<file path="src/rtl/mem_arbiter_pkg.sv">
// Shared encodings for the memory arbiter: memory mode codes, FSM state codes and sizing helpers.
package mem_arbiter_pkg;

  localparam logic [1:0] MEM_MODE_IDLE = 2'b00;
  localparam logic [1:0] MEM_MODE_IN   = 2'b01;  // write
  localparam logic [1:0] MEM_MODE_OUT  = 2'b10;  // read

  typedef enum logic [1:0] {
    ARB_IDLE   = 2'b00,
    ARB_ACCESS = 2'b01,
    ARB_RESP   = 2'b10
  } arb_state_e;

  // Index width for n requesters, never narrower than one bit.
  function automatic int unsigned idx_w(input int unsigned n);
    return (n > 1) ? $clog2(n) : 1;
  endfunction

endpackage

</file>
<file path="src/rtl/mem_arbiter_rr_pick.sv">
// Rotating priority encoder: first set request bit searching upward from ptr+1, wrapping at NREQ.
module mem_arbiter_rr_pick
  import mem_arbiter_pkg::*;
#(
  parameter int unsigned NREQ = 2,
  parameter int unsigned IW   = idx_w(NREQ)
) (
  input  logic [NREQ-1:0] req_i,
  input  logic [IW-1:0]   ptr_i,
  output logic [IW-1:0]   winner_c_o,
  output logic            any_c_o
);

  logic [IW-1:0] idx;

  // Walk from the farthest offset down so the nearest set bit after ptr wins.
  always_comb begin
    winner_c_o = '0;
    idx        = '0;
    any_c_o    = |req_i;
    for (int i = int'(NREQ); i >= 1; i--) begin
      idx = IW'((int'(ptr_i) + i) % int'(NREQ));
      if (req_i[idx]) winner_c_o = idx;
    end
  end

endmodule

</file>
<file path="src/rtl/mem_arbiter.sv">
// Round-robin arbiter sharing one single-ported word memory among NREQ requesters.
module mem_arbiter
  import mem_arbiter_pkg::*;
#(
  parameter int unsigned NREQ = 2,
  parameter int unsigned AW   = 16,
  parameter int unsigned DW   = 16
) (
  input  logic             clk,
  input  logic             rst_n,
  input  logic [NREQ-1:0]  req_i,
  input  logic [NREQ-1:0]  we_i,
  input  logic [AW*NREQ-1:0] addr_i,
  input  logic [DW*NREQ-1:0] wdata_i,
  output logic [NREQ-1:0]  gnt_o,
  output logic [NREQ-1:0]  rvalid_o,
  output logic [DW-1:0]    rdata_o,
  output logic             busy_o,
  output logic [1:0]       mem_mode_o,
  output logic [AW-1:0]    mem_addr_o,
  output logic [DW-1:0]    mem_wdata_o,
  input  logic [DW-1:0]    mem_rdata_i
);

  localparam int unsigned IW = idx_w(NREQ);

  arb_state_e      state_q, state_d;
  logic [IW-1:0]   ptr_q, ptr_d;
  logic [IW-1:0]   win_q, win_d;
  logic            wr_q, wr_d;
  logic [NREQ-1:0] gnt_q, gnt_d;
  logic [NREQ-1:0] rvalid_q, rvalid_d;
  logic [DW-1:0]   rdata_q, rdata_d;
  logic            busy_q, busy_d;
  logic [1:0]      mem_mode_q, mem_mode_d;
  logic [AW-1:0]   mem_addr_q, mem_addr_d;
  logic [DW-1:0]   mem_wdata_q, mem_wdata_d;

  logic [IW-1:0]   win_c;
  logic            any_c;
  logic [AW-1:0]   addr_a  [NREQ];
  logic [DW-1:0]   wdata_a [NREQ];

  for (genvar g = 0; g < int'(NREQ); g++) begin : g_slice
    assign addr_a[g]  = addr_i[AW*g +: AW];
    assign wdata_a[g] = wdata_i[DW*g +: DW];
  end

  mem_arbiter_rr_pick #(.NREQ(NREQ), .IW(IW)) u_pick (
    .req_i      (req_i),
    .ptr_i      (ptr_q),
    .winner_c_o (win_c),
    .any_c_o    (any_c)
  );

  // Next-state and registered-output logic; pulses default low every cycle.
  always_comb begin
    state_d     = state_q;
    ptr_d       = ptr_q;
    win_d       = win_q;
    wr_d        = wr_q;
    gnt_d       = '0;
    rvalid_d    = '0;
    rdata_d     = rdata_q;
    mem_mode_d  = MEM_MODE_IDLE;
    mem_addr_d  = mem_addr_q;
    mem_wdata_d = mem_wdata_q;
    unique case (state_q)
      ARB_IDLE: begin
        if (any_c) begin
          mem_mode_d   = we_i[win_c] ? MEM_MODE_IN : MEM_MODE_OUT;
          mem_addr_d   = addr_a[win_c];
          mem_wdata_d  = wdata_a[win_c];
          gnt_d[win_c] = 1'b1;
          ptr_d        = win_c;
          win_d        = win_c;
          wr_d         = we_i[win_c];
          state_d      = ARB_ACCESS;
        end
      end
      ARB_ACCESS: state_d = wr_q ? ARB_IDLE : ARB_RESP;
      ARB_RESP: begin
        rdata_d         = mem_rdata_i;
        rvalid_d[win_q] = 1'b1;
        state_d         = ARB_IDLE;
      end
      default: state_d = ARB_IDLE;
    endcase
    busy_d = (state_d != ARB_IDLE);
  end

  // Pointer resets to the last requester so requester 0 wins the first contest.
  always_ff @(posedge clk or negedge rst_n) begin
    if (!rst_n) begin
      state_q     <= ARB_IDLE;
      ptr_q       <= IW'(NREQ - 1);
      win_q       <= '0;
      wr_q        <= 1'b0;
      gnt_q       <= '0;
      rvalid_q    <= '0;
      rdata_q     <= '0;
      busy_q      <= 1'b0;
      mem_mode_q  <= MEM_MODE_IDLE;
      mem_addr_q  <= '0;
      mem_wdata_q <= '0;
    end else begin
      state_q     <= state_d;
      ptr_q       <= ptr_d;
      win_q       <= win_d;
      wr_q        <= wr_d;
      gnt_q       <= gnt_d;
      rvalid_q    <= rvalid_d;
      rdata_q     <= rdata_d;
      busy_q      <= busy_d;
      mem_mode_q  <= mem_mode_d;
      mem_addr_q  <= mem_addr_d;
      mem_wdata_q <= mem_wdata_d;
    end
  end

  assign gnt_o       = gnt_q;
  assign rvalid_o    = rvalid_q;
  assign rdata_o     = rdata_q;
  assign busy_o      = busy_q;
  assign mem_mode_o  = mem_mode_q;
  assign mem_addr_o  = mem_addr_q;
  assign mem_wdata_o = mem_wdata_q;

endmodule

</file>
<file path="config.mk">
export PLATFORM = sky130hd
export DESIGN_NAME = mem_arbiter
export DESIGN_NICKNAME = d
export VERILOG_FILES = /design/src/rtl/mem_arbiter_pkg.sv /design/src/rtl/mem_arbiter_rr_pick.sv /design/src/rtl/mem_arbiter.sv
export SDC_FILE = /design/constraint.sdc
export NUM_CORES = 1
export LEC_CHECK = 0
export ABC_CLOCK_PERIOD_IN_PS = 1700
export CORE_MARGIN = 2
export CORE_UTILIZATION = 38
export CTS_CLUSTER_DIAMETER = 200
export DETAILED_ROUTE_END_ITERATION = 6
export PLACE_DENSITY = 0.8
export SYNTH_ARGS = -nofsm -noshare
export SYNTH_HDL_FRONTEND = slang
export SYNTH_SLANG_ARGS = --single-unit
export TNS_END_PERCENT = 20
</file>
<file path="constraint.sdc">
create_clock -name clk -period 1.7 [get_ports clk]
set_clock_uncertainty 0.15 [all_clocks]
set_input_delay 0.255 -clock clk [delete_from_list [all_inputs] [get_ports clk]]
set_output_delay 0.255 -clock clk [all_outputs]
set_load 0.05 [all_outputs]
</file>
==> results <==
## power by group
part	switching (mW)	leakage, nW	internal (mW)
clock	0.506	0.0986	0.679
combinational	3.41	1.10	1.85
sequential	0.392	0.707	2.14
## state kept, by name, summed over array words and instances (netlist names)
signal / flops
busy_o: 1
state_q: 2
rdata_o: 16
rvalid_o: 2
gnt_o: 2
mem_wdata_o: 16
wr_q: 1
ptr_q: 1
win_q: 1
mem_addr_o: 16
mem_mode_o: 2
## cell usage in the layout (no fill, tap or decap), types with 2 or more instances in the layout
master           count
a21oi_1             22
a221o_1             12
a31oi_1             20
and3_1              12
buf_12               3
buf_4               70
clkbuf_8            13
clkdlybuf4s50_1     84
dfrtp_1             59
mux2_2              16
nand2_1             41
nor2_1               4
or2_2                2
## worst reg2reg max path: cells and delay by family (launching register included)
kind	cells	cell delay (ps)
buffers and inverters	1	190
AOI/OAI and AO/OA	1	360
and+or+nand+nor	2	340
DFF	1	420
## repair_timing
item                       in CTS  in global routing
gates resized for setup         0                  0
setup endpoints to repair       0                  0
hold buffers                    1                  0
hold endpoints to repair       59                  0
## cell families (layout without fill, tap and decap cells)
family | after synthesis | count (layout)
simple gates | 65 | 65
flops | 60 | 60
compound gates | 58 | 58
mux | 17 | 17
buf+inv | 19 | 176
## per-layer routing
layer | share of wire | vias up
li1 | - | 1085
met1 | 0.41 | 1035
met2 | 0.50 | 93
met3 | 0.072 | 12
met4 | 0.021 | 0
met5 | 0 | -
## final timing paths
kind                                        to  cells after the start
max in group asynchronous                ptr_q                      3
worst max register to register  mem_wdata_o[2]                      4
worst max-delay path            mem_addr_o[11]                      6
worst min-delay path               rvalid_o[0]                      1
min in group asynchronous             gnt_o[0]                      3
worst min register to register     rvalid_o[0]                      1
## layout make-up
type,count,area share
clock inverters,1,0.00121
well taps,77,0.0234
repair buffers,159,0.350
flip-flops and latches,60,0.365
inverters,2,0.00182
multi-input cells,140,0.215
clock buffers,14,0.0443
==> impl_metrics.json <==
{
  "ys_seq_area_frac": 0.604,
  "ys_top_cells_by_count": "dfrtp_1 (59), nand2_1 (41), a21oi_1 (22)",
  "worst_path_most_repeated_cell": "buf_4",
  "clk_pin_slew_worst_paths_ps": 60,
  "worst-path-buf-inv": 3,
  "drive_above_1_share": 0.295,
  "fin_crit_ps": 1580,
  "synth.most_common_cell": "dfrtp_1",
  "drc": 0,
  "synth_area_um2": 2490,
  "ys_ff_latch": 60,
  "min-delay-start": "win_q",
  "first_pass_iters": 4,
  "via_per_inst": 4.91,
  "power_density_nw_per_um2": 2180,
  "async_reset_ff_frac": 1.00,
  "crit_path_max_fanout": 19,
  "clock-sinks": 60,
  "rows": 29,
  "synth_compound_area_frac": 0.155,
  "antenna_found_initial": 0,
  "max_freq_mhz": 633,
  "start_util": 0.392,
  "reg2reg_slack_ps": 120,
  "drv_slew": 0,
  "cts_setup_buffers": 0,
  "clk_path_buf_depth": 2,
  "path_cells": "clkdlybuf4s50_1, buf_4, a21boi_2, buf_4, nand2_1, a31oi_1",
  "hpwl_mm": 5.00,
  "p_leak_nw": 1.90,
  "synthSimpleGateAreaFrac": 0.123,
  "synth-edff-count": 0,
  "synth_top_area_frac": 0.593,
  "drv_cap": 0,
  "fp.dieW_um": 84.9,
  "multi_input_area_um2": 886,
  "synth.area.top_cells": "dfrtp_1 (59%), mux2_2 (7.2%), nand2_1 (6.2%)",
  "r2r_start": "state_q[0]",
  "ant_nets": 0,
  "wl_mm": 6.76,
  "slowest_stage": "clkdlybuf4s50_1",
  "clock_latency_ps": 310,
  "gp_congestion": 0.728,
  "synthMuxAreaShare": 0.0764,
  "tightest_slew_ps": 287,
  "hold_violations": 0,
  "rsz0062_at_grt": "false",
  "drt_iter0_markers": 52,
  "hp-class": "register to register",
  "grt-busiest-layer": "met2",
  "n_antenna_cell": 0,
  "syn_nets": 305,
  "io_pins": 141,
  "critPathRequiredTime_ps": 1790,
  "fin_total_pwr_mw": 8.98,
  "syn2layout_area_growth_pct": 65.5,
  "yosysTopAreaCell": "dfrtp_1",
  "worstSetupPathType": "primary input to register",
  "synth_top_family_by_area": "compound AO/OA/AOI/OAI gates",
  "final_cells": 453,
  "timing.final.ws_setup_ps": 120,
  "crit_arrival_ps": 1670,
  "synthCells": 219,
  "synth_fa_ha_area_frac": 0,
  "met2_usage": 0.317,
  "grt_overflow": 0,
  "grt_usage": 0.189,
  "layout_worst_path_cycle_share": 0.930,
  "holdWs_ps": 276,
  "synth_xor_area_frac": 0,
  "endpoint_kind": "register",
  "yosysUniqueCellTypes": 27,
  "status": "complete, no violations",
  "max-slew-margin-rel": 0.803,
  "numPortBuffers": 140,
  "seq_area_um2": 1500,
  "dp_slack_ps": -231,
  "grt_pass1_wl_mm": 10.8,
  "fin_area_um2": 4120,
  "numCtsBuffers": 9,
  "nets": 458,
  "grt_use_met1": 0.224,
  "cts_max_level": 3,
  "crit_path_start": "req_i[0]",
  "cts_tree": "built",
  "dieArea_um2": 7220,
  "wire_per_inst_um": 14.9,
  "grt_max_degree": 61,
  "fin_setup_tns_ps": 0,
  "vias": 2225,
  "grtUsageMet3": 0.0516,
  "grt_pass1_vias": 2345,
  "ir_worst_vdd_v": 0.00123,
  "root_buffer": "clkbuf_8",
  "coreArea_um2": 6350,
  "cpPeakStageDelay_ps": 420,
  "postPlaceCellArea_um2": 3920,
  "final_core_util": 0.649,
  "num-fill-cells": 542,
  "setup_violations": 0,
  "dieHeight_um": 84.9,
  "cp-start-kind": "primary input",
  "critPathTopFamily": "buffers and inverters",
  "post_synth.cell_area_avg_um2": 11.4,
  "ys_warn_count": 0,
  "ys.flop_type": "dfrtp_1",
  "dpl.cell_count": 437
}
No activity file was read; power rests on OpenSTA's default activity.
